### config.mk
export PLATFORM = sky130hd
export DESIGN_NAME = barrel_dr_sequencer
export DESIGN_NICKNAME = d
export VERILOG_FILES = /design/src/rtl/barrel_dr_sequencer.sv
export SDC_FILE = /design/constraint.sdc
export NUM_CORES = 1
export LEC_CHECK = 0
export CORE_AREA = 2 2 91 93
export DETAILED_ROUTE_END_ITERATION = 10
export DIE_AREA = 0 0 93 95
export PLACE_DENSITY_LB_ADDON = 0.12
export SETUP_SLACK_MARGIN = 0.15
export SKIP_CTS_REPAIR_TIMING = 1
export SYNTH_ARGS = -nofsm -noshare
export SYNTH_HDL_FRONTEND = slang
export SYNTH_SLANG_ARGS = --single-unit
### constraint.sdc
create_clock -name clk -period 3.48 [get_ports clk]
set_input_delay 0.87 -clock clk [delete_from_list [all_inputs] [get_ports clk]]
set_output_delay 0.87 -clock clk [all_outputs]
set_load 0.02 [all_outputs]
### src/rtl/barrel_dr_sequencer.sv
// barrel_dr_sequencer: valid/ready front end that runs one dual-rail DATA/NULL cycle on the Barrel shifter per request
module barrel_dr_sequencer #(
  parameter int TIMEOUT = 15,
  parameter int SYNC_STAGES = 2
) (
  input  logic       clk,
  input  logic       rst,
  input  logic       req_valid,
  output logic       req_ready,
  input  logic [3:0] req_data,
  input  logic [4:0] req_ctl,
  output logic [7:0] dr_a,
  output logic [9:0] dr_ctl,
  input  logic [7:0] dr_out,
  output logic       rsp_valid,
  input  logic       rsp_ready,
  output logic [3:0] rsp_data,
  output logic       rsp_err,
  output logic [7:0] err_cnt
);
  typedef enum logic [1:0] {IDLE, DATA, NUL, RESP} state_t;
  state_t state;
  logic [SYNC_STAGES-1:0][7:0] sync;
  logic [7:0] s, a_enc;
  logic [9:0] c_enc;
  logic [7:0] cnt;
  logic [3:0] res;
  logic all_data, any_ill, all_null, timed_out;
  assign s = sync[SYNC_STAGES-1];
  assign all_null = ~|s;
  assign timed_out = cnt == 8'(TIMEOUT);
  always_comb begin
    a_enc = '0;
    c_enc = '0;
    for (int i = 0; i < 4; i++) a_enc[2*i+:2] = req_data[i] ? 2'b10 : 2'b01;
    for (int i = 0; i < 5; i++) c_enc[2*i+:2] = req_ctl[i] ? 2'b10 : 2'b01;
  end
  always_comb begin
    all_data = 1'b1;
    any_ill = 1'b0;
    res = '0;
    for (int i = 0; i < 4; i++) begin
      all_data = all_data & (s[2*i] ^ s[2*i+1]);
      any_ill = any_ill | (&s[2*i+:2]);
      res[i] = s[2*i+1];
    end
  end
  always_ff @(posedge clk) begin
    if (rst) sync <= '0;
    else begin
      sync[0] <= dr_out;
      for (int i = 1; i < SYNC_STAGES; i++) sync[i] <= sync[i-1];
    end
  end
  always_ff @(posedge clk) begin
    if (rst) begin
      state <= IDLE;
      req_ready <= 1'b0;
      dr_a <= '0;
      dr_ctl <= '0;
      rsp_valid <= 1'b0;
      rsp_data <= '0;
      rsp_err <= 1'b0;
      err_cnt <= '0;
      cnt <= '0;
    end else begin
      case (state)
        IDLE: begin
          req_ready <= 1'b1;
          if (req_valid && req_ready) begin
            dr_a <= a_enc;
            dr_ctl <= c_enc;
            rsp_data <= '0;
            rsp_err <= 1'b0;
            req_ready <= 1'b0;
            cnt <= '0;
            state <= DATA;
          end
        end
        DATA: begin
          if (any_ill || all_data || timed_out) begin
            rsp_data <= (all_data && !any_ill) ? res : 4'd0;
            rsp_err <= any_ill || !all_data;
            dr_a <= '0;
            dr_ctl <= '0;
            cnt <= '0;
            state <= NUL;
          end else cnt <= cnt + 8'd1;
        end
        NUL: begin
          if (all_null || timed_out) begin
            rsp_err <= rsp_err || !all_null;
            rsp_valid <= 1'b1;
            state <= RESP;
          end else cnt <= cnt + 8'd1;
        end
        RESP: begin
          if (rsp_ready) begin
            rsp_valid <= 1'b0;
            req_ready <= 1'b1;
            if (rsp_err && err_cnt != 8'hff) err_cnt <= err_cnt + 8'd1;
            state <= IDLE;
          end
        end
        default: state <= IDLE;
      endcase
    end
  end
endmodule
### Word-level counts from Yosys, hierarchy flattened

Index checks and enable logic that the tools add are counted.
W data, S select, Z words.

| word-level totals | value |
|---|---|
| register bits | 59 |
| bits of input ports | 21 |
| output and inout bits | 33 |
| logic and storage cells | 99 |

| cells by class | value |
|---|---|
| $add $sub $neg | 2 |
| equal/unequal tests | 10 |
| muxes and demuxes | 38 |
| bitwise operators | 10 |
| reductions and logical operators | 28 |

Operators by type and width:

| cell | number |
|---|---|
| $mux W8 | 5 |
| $mux W2 | 13 |
| $pmux W8 S3 | 1 |
| $mux W10 | 2 |
| $pmux W10 S2 | 1 |
| $add A8 B1 Y8 const B | 2 |
| $pmux W8 S2 | 1 |
| $mux W4 | 3 |
| $reduce_and A3 Y1 | 4 |
| $ne A2 B2 Y1 const B | 5 |
| $reduce_and A2 Y1 | 5 |
| $eq A8 B4 Y1 const B | 1 |
| $ne A8 B8 Y1 const B | 1 |
| $pmux W2 S4 | 1 |
| $pmux W4 S2 | 1 |
| $reduce_and A4 Y1 | 2 |
| $reduce_or A8 Y1 | 1 |
| $mux W1 | 7 |
| $reduce_bool A2 Y1 | 3 |
| $logic_or A1 B1 Y1 | 5 |
| $eq A2 B2 Y1 const B | 2 |
| $pmux W1 S2 | 2 |
| $xor A1 B1 Y1 | 4 |
| $and A1 B1 Y1 | 3 |
| other kinds (7) | 13 |

### Longest topological paths before layout

Gate-level depths: netlist of run 1.

| depth | value |
|---|---|
| word-level depth | 9 |
| mapped depth | 9 |

### Least setup slack after synthesis of run 1

Ideal clock, no wire load.

| path | value |
|---|---|
| path type | input -> register |
| start point | input req_valid |
| end point | register cnt[7] |
| arrival time | 1.817 ns |
| required time | 3.363 ns |
| slack | 1.546 ns |
| stages on the path | 5 |
| buffers on the path | 0 |
| cell sequence | a21bo_2 -> o211ai_1 -> o21ai_0 -> o31ai_1 -> a22o_1 |

| between the ends | value |
|---|---|
| longest elaborated chain between the ends | 3 |

Ends and longest elaborated chain:

| item | line | source |
|---|---|---|
| start: declaration | 8 | `input logic req_valid,` |
| $logic_and A1 B1 Y1 | 70 | `if (req_valid && req_ready) begin` |
| $ne A2 B2 Y1 (no line) | n/a |  |
| $reduce_and A3 Y1 (no line) | n/a |  |
| end signal: assignment | 88 | `end else cnt <= cnt + 8'd1;` |
| end signal: assignment | 95 | `end else cnt <= cnt + 8'd1;` |
| end: declaration | 26 | `logic [7:0] cnt;` |

Every way passes these cells.
A chain may end at the register's enable or synchronous reset.

### Worst setup path after layout of run 1

| path | value |
|---|---|
| start point | input req_valid |
| end point | register dr_a[6] |

| between the ends | value |
|---|---|
| longest elaborated chain between the ends | 3 |

Ends and longest elaborated chain:

| item | line | source |
|---|---|---|
| $logic_and A1 B1 Y1 | 70 |  |
| $ne A2 B2 Y1 (no line) | n/a |  |
| $reduce_and A3 Y1 (no line) | n/a |  |
| end signal: assignment | 71 | `dr_a <= a_enc;` |
| end: declaration | 12 | `output logic [7:0] dr_a,` |

Every way passes these cells.

==> impl_metrics.json, run 1 <==
{
  "status": "complete, no violations",
  "fin_area_sq_um": 3480,
  "min_path_type": "flip-flop to flip-flop",
  "vdd_drop_max_mv": 0.386,
  "r2r-start": "s[7]$_SDFF_PP0_",
  "hold_violations": 0,
  "synth_commonest_cells": "dfxtp_1, nor2_1, nor2b_1",
  "die-area_sq_um": 8840,
  "initial_utilization_pct": 33.9,
  "instances_no_fill": 447,
  "routed_wl_um": 5480,
  "synthCells": 282,
  "async_reset_ff_share_pct": 0,
  "clkLatencyLatePin_ps": 340,
  "setup_ws_ps": 1170,
  "crit_family": "compound AO/OA/AOI/OAI gates",
  "antenna-diode-count": 0,
  "yosysTopAreaCell": "dfxtp_1",
  "crit_chain": "clkdlybuf4s50_1 -> a21bo_2 -> o221a_2 -> mux2i_1 -> nor2_1",
  "cp_num_cells": 5,
  "rsz0062_at_grt": "false",
  "synth_edf_count": 0,
  "dpl.hpwl_um": 3640,
  "ff_latch_area_sq_um": 1180,
  "synth_top_area_share_pct": 44.0,
  "fmax_mhz": 432,
  "clk_pin_slew_ps": 70,
  "tritoncts": "yes",
  "grt_max_degree": 37,
  "ys_seq_area_share_pct": 44.0,
  "path_buf_inv": 1,
  "crit_fanout": 26,
  "slew_viol_final": 0,
  "p_leak_nw": 1.33,
  "dr_wl_met3_um": 233,
  "track_usage_pct": 13.4,
  "tns_ps": 0,
  "slowest_stage": "o221a_2",
  "synth_warnings": 0,
  "skew_ps": 6.44,
  "antenna_found_initial": 0,
  "reg2regPathDepth": 7,
  "critPathKind": "input pin to flip-flop",
  "ys_types": 47,
  "drt-initial-drc-count": 108,
  "drive_gt1_share_pct": 9.06,
  "period_share_pct": 66.5,
  "p_per_area_nw_per_um2": 706,
  "synth_area_leaders": "dfxtp_1, mux2i_1, nor2b_1",
  "dr_wl_met2_um": 2540,
  "cts_made_buffers": 9,
  "drtPass1Iterations": 4,
  "clk_path_buf_depth": 2,
  "ys_ff_latch": 59,
  "nNetsFinal": 372,
  "viasPerCell": 4.63,
  "gp_congestion": 0.697,
  "top_layer": "met4",
  "routedLengthMet1_um": 2590,
  "yosysMostFrequentCell": "dfxtp_1",
  "critical_path_arrival_ps": 2530,
  "ys.flop_type": "dfxtp_1",
  "r2r_slack_ps": 1300,
  "dpl.cell_count": 431,
  "core-area_sq_um": 7930,
  "post-place-ws_ps": 804,
  "die_x_um": 93,
  "worstMarginPinSlew_ps": 738,
  "synth.cell_area_sq_um": 2690,
  "avgSynthCellArea_sq_um": 9.52,
  "grt_pass1_wl_um": 9050,
  "dr_total_vias": 2071,
  "max_stage_delay_ps": 670,
  "setup_viol": 0,
  "multi_input_area_sq_um": 1370,
  "syn-num-nets": 317,
  "r2r-end": "dr_a[6]$_SDFFE_PP0P_",
  "cp.required_ps": 3700,
  "cts_root_buffer": "clkbuf_8",
  "grt-ovfl-total": 0,
  "final_core_util_pct": 43.8,
  "crit_path_end": "dr_a[6]$_SDFFE_PP0P_",
  "grt_pass1_vias": 1913,
  "startpoint": "req_valid",
  "drc": 0,
  "fillCellCount": 815,
  "end_kind": "flip-flop",
  "fin_crit_ps": 2310,
  "drv_cap": 0,
  "htreeDepth": 3,
  "die_h_um": 95,
  "io-pin-count": 54,
  "clock_sinks": 59,
  "placed_area_sq_um": 3280,
  "rows": 33,
  "wire_per_inst_um": 12.3,
  "maxSlewHeadroom_pct": 50.8,
  "cp-start-kind": "input pin",
  "syn_to_final_growth_pct": 29.5,
  "ant_nets": 0,
  "port_buffers": 53
}
## cell usage in the layout, fill, tap and decap left out, types with 2 or more instances in the layout
master and count:
and3_1 5, a22o_1 5, clkdlybuf4s50_1 52, xnor2_1 4
nor2_1 37, mux2i_1 20, a21oi_1 5, clkbuf_1 2
nand2_1 12, o211ai_1 3, inv_1 14, nor3_1 6
o21a_1 2, dfxtp_1 59, clkinvlp_4 2, nor2b_1 30
or3_1 3, clkbuf_8 10, ha_1 14, buf_4 3
o31ai_1 6, nand4_1 3, nand3_1 8, o21ai_0 9
## state kept, by name, indices dropped and copies added (netlist names)
register and cells:
req_ready 1, dr_a 8, rsp_valid 1, state 2, rsp_err 1, sync 8
rsp_data 4, err_cnt 8, dr_ctl 10, s 8, cnt 8
## worst min-delay path by stage
| stage | from | end | slack [ps] | cells past startpoint |
|---|---|---|---|---|
| 5_1_grt | sync[2]$_SDFF_PP0_ | s[2]$_SDFF_PP0_ | 450 | 1 |
| 2_1_floorplan | sync[0]$_SDFF_PP0_ | s[0]$_SDFF_PP0_ | 410 | 1 |
| 3_5_place_dp | sync[2]$_SDFF_PP0_ | s[2]$_SDFF_PP0_ | 420 | 1 |
| 4_1_cts | sync[2]$_SDFF_PP0_ | s[2]$_SDFF_PP0_ | 430 | 1 |
| 6_report | sync[0]$_SDFF_PP0_ | s[0]$_SDFF_PP0_ | 430 | 1 |
| 3_3_place_gp | sync[1]$_SDFF_PP0_ | s[1]$_SDFF_PP0_ | 420 | 1 |
## per-layer routing
metal	global-route usage (%)	up-vias
li1	-	1072
met1	15.9	946
met5	0	-
met3	4.55	9
met2	21.1	44
met4	7.35	0
## worst register-to-register path: stages (launching register included)
cell	delay, ps
dfxtp_1	370
inv_1	50
ha_1	260
nand4_1	190
nand3_2	160
o221a_2	690
mux2i_1	280
nor2_1	50
## metrics by stage
step                power, mW  hold slack [ps]
floorplan                1.63              414
global placement         1.84              424
detailed placement       1.85              421
CTS                      2.49              432
global route             2.62              451
finish                   2.46              434
## cells by family (layout without fill, tap and decap cells)
group | count (synthesis) | after routing | synth area share, %
flops | 59 | 59 | 44.0
mux | 21 | 21 | 7.88
compound gates | 42 | 42 | 12.0
fa+ha+maj | 14 | 14 | 6.52
buf+inv | 26 | 86 | 5.08
xor+xnor | 5 | 5 | 1.63
simple gates | 115 | 115 | 22.9
## layout make-up
class	count	share of cell area, %
repair buffers	56	15.8
clock inverters	4	1.44
well taps	105	3.78
flip-flops and latches	59	34.0
inverters	14	1.51
clock buffers	12	4.18
multi-input cells	197	39.3
## power breakdown
group | switching [mW] | internal, mW | leakage, nW
clock | 0.277 | 0.349 | 0.0926
sequential | 0.0622 | 0.777 | 0.481
combinational | 0.536 | 0.454 | 0.755
(Power assumes the default switching activity.)
==> run 2: changes to the inputs <==
==> constraint.sdc (replaced) <==
create_clock -name clk -period 2.4 [get_ports clk]
set_input_delay 0.6 -clock clk [delete_from_list [all_inputs] [get_ports clk]]
set_output_delay 0.6 -clock clk [all_outputs]
set_load 0.02 [all_outputs]
==> run 2 against run 1 <==
Against the previous run: global-route usage rose by 0.097 points; total power rose by 48%; critical endpoint is now err_cnt[2]; cell area rose by 0.90%; flip-flop and latch count did not move; sequential share of layout area fell by 0.30 points; core utilization rose by 0.39 points; clock skew rose by 2.2 ps.
==> impl_metrics.json, run 2 (same netlist as run 1, synthesis figures left out) <==
{
  "status": "complete, no violations",
  "wire_per_inst_um": 12.3,
  "syn_to_final_growth_pct": 30.6,
  "grt_pass1_vias": 1959,
  "r2r-end": "state[0]$_SDFFE_PP0P_",
  "worst_hold_path.num_cells": 1,
  "antenna-diode-count": 0,
  "end_kind": "output pin",
  "vdd_drop_max_mv": 0.414,
  "grt_max_degree": 58,
  "track_usage_pct": 13.5,
  "ant_nets": 0,
  "drtPass1Iterations": 4,
  "maxSlewHeadroom_pct": 68.6,
  "critPathKind": "flip-flop to output pin",
  "tritoncts": "yes",
  "gp_congestion": 0.733,
  "holdPathEnd": "s[2]$_SDFF_PP0_",
  "reg2regPathDepth": 6,
  "fillCellCount": 807,
  "die-area_sq_um": 8840,
  "drv_cap": 0,
  "period_share_pct": 85.1,
  "hold_violations": 0,
  "switching_share_pct": 34.7,
  "dpl.cell_count": 432,
  "drt-initial-drc-count": 86,
  "nNetsFinal": 373,
  "clock_sinks": 59,
  "p_int_mw": 2.37,
  "final_common_cell": "dfxtp_1",
  "instances_no_fill": 447,
  "port_buffers": 53,
  "initial_utilization_pct": 33.9,
  "max_stage_delay_ps": 650,
  "crit_fanout": 6,
  "grt-ovfl-total": 0,
  "final_core_util_pct": 44.2,
  "grt_pass1_wl_um": 9190,
  "fmax_mhz": 490,
  "r2r-start": "s[7]$_SDFF_PP0_",
  "cts_root_buffer": "clkbuf_8",
  "slew_viol_final": 0,
  "routed_wl_um": 5510,
  "cp-start-kind": "flip-flop",
  "hold_start": "sync[2]$_SDFF_PP0_",
  "rows": 33,
  "path_buf_inv": 1,
  "setup_viol": 0,
  "largest_reg_flops": 10,
  "antenna_found_initial": 0,
  "pwr-share-comb_pct": 41.7,
  "dr_total_vias": 2099,
  "regMostFlops": "dr_ctl",
  "clk_path_buf_depth": 2,
  "final_cell_mix": "dfxtp_1, clkdlybuf4s50_1, nor2_1, nor2b_1, mux2i_1",
  "crit_chain": "clkdlybuf4s50_1",
  "clkLatencyLatePin_ps": 340,
  "skew_ps": 8.68,
  "drc": 0,
  "ff_latch_area_sq_um": 1180,
  "core-area_sq_um": 7930,
  "rsz0062_at_grt": "false",
  "critical_path_arrival_ps": 1440,
  "viasPerCell": 4.70,
  "p_clk_share_pct": 24.9,
  "htreeDepth": 3,
  "slowest_stage": "clkdlybuf4s50_1",
  "dpl.hpwl_um": 3710,
  "r2r_slack_ps": 490,
  "tns_ps": 0,
  "crit_family": "buffers and inverters",
  "multi_input_area_sq_um": 1370,
  "die_h_um": 95,
  "p_leak_nw": 1.35,
  "p_per_area_nw_per_um2": 1030,
  "cts_made_buffers": 9,
  "pwr-share-seq_pct": 33.4,
  "worstMarginPinSlew_ps": 472,
  "p_switching_mw": 1.26,
  "cp_num_cells": 1,
  "die_x_um": 93,
  "min_path_type": "flip-flop to flip-flop",
  "io-pin-count": 54,
  "drive_gt1_share_pct": 9.06,
  "cp.required_ps": 1800,
  "clk_pin_slew_ps": 60,
  "fin_crit_ps": 2040
}
-- run 2: per-layer routing --
layer / global-route usage [%] / wire length (um)
met5: 0 / 0
met4: 7.35 / 131
met3: 3.91 / 239
met2: 20.7 / 2480
met1: 17.0 / 2670
-- run 2: layout make-up --
type,instances,area share [%]
Clock buffer,13,4.53
Clock inverter,2,0.999
Inverter,14,1.50
Multi-Input combinational cell,197,39.0
Sequential cell,59,33.7
Tap cell,105,3.75
Timing Repair Buffer,57,16.6
-- run 2: how the worst max path moves through the flow --
| stage | from | to |
|---|---|---|
| detailed placement | req_valid | cnt[7]$_SDFFE_PP0P_ |
| CTS | err_cnt[2]$_SDFFE_PP0P_ | err_cnt[2] |
| global route | err_cnt[2]$_SDFFE_PP0P_ | err_cnt[2] |
| floorplan | state[0]$_SDFFE_PP0P_ | cnt[7]$_SDFFE_PP0P_ |
| finish | err_cnt[2]$_SDFFE_PP0P_ | err_cnt[2] |
| global placement | req_valid | cnt[6]$_SDFFE_PP0P_ |
-- run 2: per-stage QoR --
| stage | hold slack, ps | power (mW) | instance area [sq um] | setup WS (ps) |
|---|---|---|---|---|
| 6_report | 434 | 3.62 | 3510 | 357 |
| 5_1_grt | 447 | 3.86 | 3510 | 310 |
| 4_1_cts | 435 | 3.68 | 3510 | 335 |
| 3_5_place_dp | 420 | 2.76 | 3310 | 201 |
| 3_3_place_gp | 418 | 2.75 | 3310 | 241 |
| 2_1_floorplan | 414 | 2.36 | 2690 | 615 |
-- run 2: power by group through the flow --
stage	logic, mW	registers, mW	clock network, mW
2_1_floorplan	1.00	1.36	0
3_3_place_gp	1.52	1.23	0
3_5_place_dp	1.52	1.23	0
4_1_cts	1.53	1.21	0.934
5_1_grt	1.65	1.23	0.977
6_report	1.51	1.21	0.902
==> run 3: changes to the inputs <==
--- a/config.mk
+++ b/config.mk
@@ -5,9 +5,9 @@
 export SDC_FILE = /design/constraint.sdc
 export NUM_CORES = 1
 export LEC_CHECK = 0
-export CORE_AREA = 2 2 91 93
+export CORE_AREA = 2 2 76 78
 export DETAILED_ROUTE_END_ITERATION = 10
-export DIE_AREA = 0 0 93 95
+export DIE_AREA = 0 0 78 80
 export PLACE_DENSITY_LB_ADDON = 0.12
 export SETUP_SLACK_MARGIN = 0.15
 export SKIP_CTS_REPAIR_TIMING = 1
==> run 3 against run 2 <==
Against the previous run: non-clock buffer count up 1; cell count down 7.4%; clock power down 5.3%; cell area down 1.7%; via count up 0.57%; critical endpoint unchanged; largest power group unchanged; highest routed layer unchanged.
==> impl_metrics.json, run 3 (same netlist as run 1, synthesis figures left out) <==
{
  "largest_reg_flops": 10,
  "top_usage_layer": "met2",
  "final_cell_mix": "dfxtp_1, clkdlybuf4s50_1, nor2_1, nor2b_1, mux2i_1",
  "drt-initial-drc-count": 73,
  "grt_pass1_wl_um": 8510,
  "skew_ps": 6.66,
  "tritoncts": "yes",
  "grt_pass1_vias": 2005,
  "hold_violations": 0,
  "vdd_drop_max_mv": 0.735,
  "die_x_um": 78,
  "met1_usage_pct": 20.4,
  "htreeDepth": 3,
  "period_share_pct": 83.4,
  "slew_viol_final": 0,
  "r2r_slack_ps": 520,
  "crit_chain": "clkdlybuf4s50_1",
  "drv_cap": 0,
  "core-area_sq_um": 5410,
  "cts_made_buffers": 9,
  "drtPass1Iterations": 4,
  "min_path_type": "flip-flop to flip-flop",
  "cp-start-kind": "flip-flop",
  "path_buf_inv": 1,
  "clock_sinks": 59,
  "viasPerCell": 5.10,
  "syn_to_final_growth_pct": 28.4,
  "routed_wl_um": 5160,
  "status": "complete, no violations",
  "drc": 0,
  "p_int_mw": 2.33,
  "fin_crit_ps": 2000,
  "clk_path_buf_depth": 2,
  "dpl.hpwl_um": 3540,
  "fmax_mhz": 500,
  "fillCellCount": 476,
  "crit_fanout": 6,
  "wire_per_inst_um": 12.5,
  "crit_family": "buffers and inverters",
  "post-place-ws_ps": 206,
  "cp.required_ps": 1800,
  "final_common_cell": "dfxtp_1",
  "rsz0062_at_grt": "false",
  "p_leak_nw": 1.34,
  "die_h_um": 80,
  "maxSlewHeadroom_pct": 67.6,
  "use_met2_pct": 28.6,
  "pwr-share-seq_pct": 33.9,
  "initial_utilization_pct": 49.7,
  "slowest_stage": "clkdlybuf4s50_1",
  "gp_congestion": 0.809,
  "critPathKind": "flip-flop to output pin",
  "grt_max_degree": 27,
  "antenna-diode-count": 0,
  "grt-ovfl-total": 0,
  "tns_ps": 0,
  "setup_viol": 0,
  "multi_input_area_sq_um": 1370,
  "ant_nets": 0,
  "p_per_area_nw_per_um2": 1040,
  "nNetsFinal": 374,
  "pwr-share-comb_pct": 42.2,
  "cts_root_buffer": "clkbuf_8",
  "setup_ws_ps": 399,
  "switching_share_pct": 34.8,
  "clk_pin_slew_ps": 60,
  "rows": 27,
  "use_met3_pct": 4.86,
  "p_switching_mw": 1.24,
  "die-area_sq_um": 6240,
  "ff_latch_area_sq_um": 1180,
  "p_clk_share_pct": 23.9,
  "max_stage_delay_ps": 650,
  "antenna_found_initial": 0,
  "drive_gt1_share_pct": 9.36,
  "critical_path_arrival_ps": 1400,
  "track_usage_pct": 17.5,
  "io-pin-count": 54,
  "port_buffers": 53,
  "regMostFlops": "dr_ctl",
  "clkLatencyLatePin_ps": 330,
  "end_kind": "output pin",
  "dr_total_vias": 2111,
  "worstMarginPinSlew_ps": 482
}
-- run 3: cell types whose count changed in the layout (fill, tap and decap cells not counted), sizes merged --
cell | before | now
buf | 5 | 6
clkbuf | 13 | 11
clkinv | 1 | 2
-- run 3: stage by stage --
step | area [sq um] | instances | total power, mW | hold WS [ps] | util (%)
finish | 3450 | 414 | 3.57 | 430 | 63.8
global route | 3450 | 414 | 3.79 | 459 | 63.8
CTS | 3450 | 414 | 3.61 | 436 | 63.8
detailed placement | 3270 | 400 | 2.74 | 423 | 60.4
global placement | 3270 | 400 | 2.73 | 417 | 60.4
floorplan | 2690 | 282 | 2.36 | 414 | -
-- run 3: power groups by stage --
stage | clock [mW] | combinational [mW] | sequential [mW]
after floorplan | 0 | 1.00 | 1.36
after global placement | 0 | 1.50 | 1.22
after detailed placement | 0 | 1.51 | 1.23
after CTS | 0.873 | 1.53 | 1.21
after global routing | 0.920 | 1.64 | 1.23
final | 0.854 | 1.51 | 1.21
-- run 3: layout make-up --
cell class              instances  share of cell area, %
well taps                      72                   2.61
inverters                      14                   1.52
clock buffers                  11                   4.10
flip-flops and latches         59                   34.3
clock inverters                 3                   1.16
multi-input cells             197                   39.7
repair buffers                 58                   16.7
-- run 3: final timing paths --
kind,startpoint,to,depth (start not counted)
setup / recovery,err_cnt[2]$_SDFFE_PP0P_,err_cnt[2],1
hold / removal,sync[5]$_SDFF_PP0_,s[5]$_SDFF_PP0_,1
setup reg to reg,s[2]$_SDFF_PP0_,cnt[3]$_SDFFE_PP0P_,6
hold reg to reg,sync[5]$_SDFF_PP0_,s[5]$_SDFF_PP0_,1
-- run 3: layer usage --
metal | wire length (um) | up-vias
li1 | - | 1085
met1 | 2440 | 979
met2 | 2370 | 36
met3 | 234 | 11
met4 | 118 | 0
met5 | 0 | -
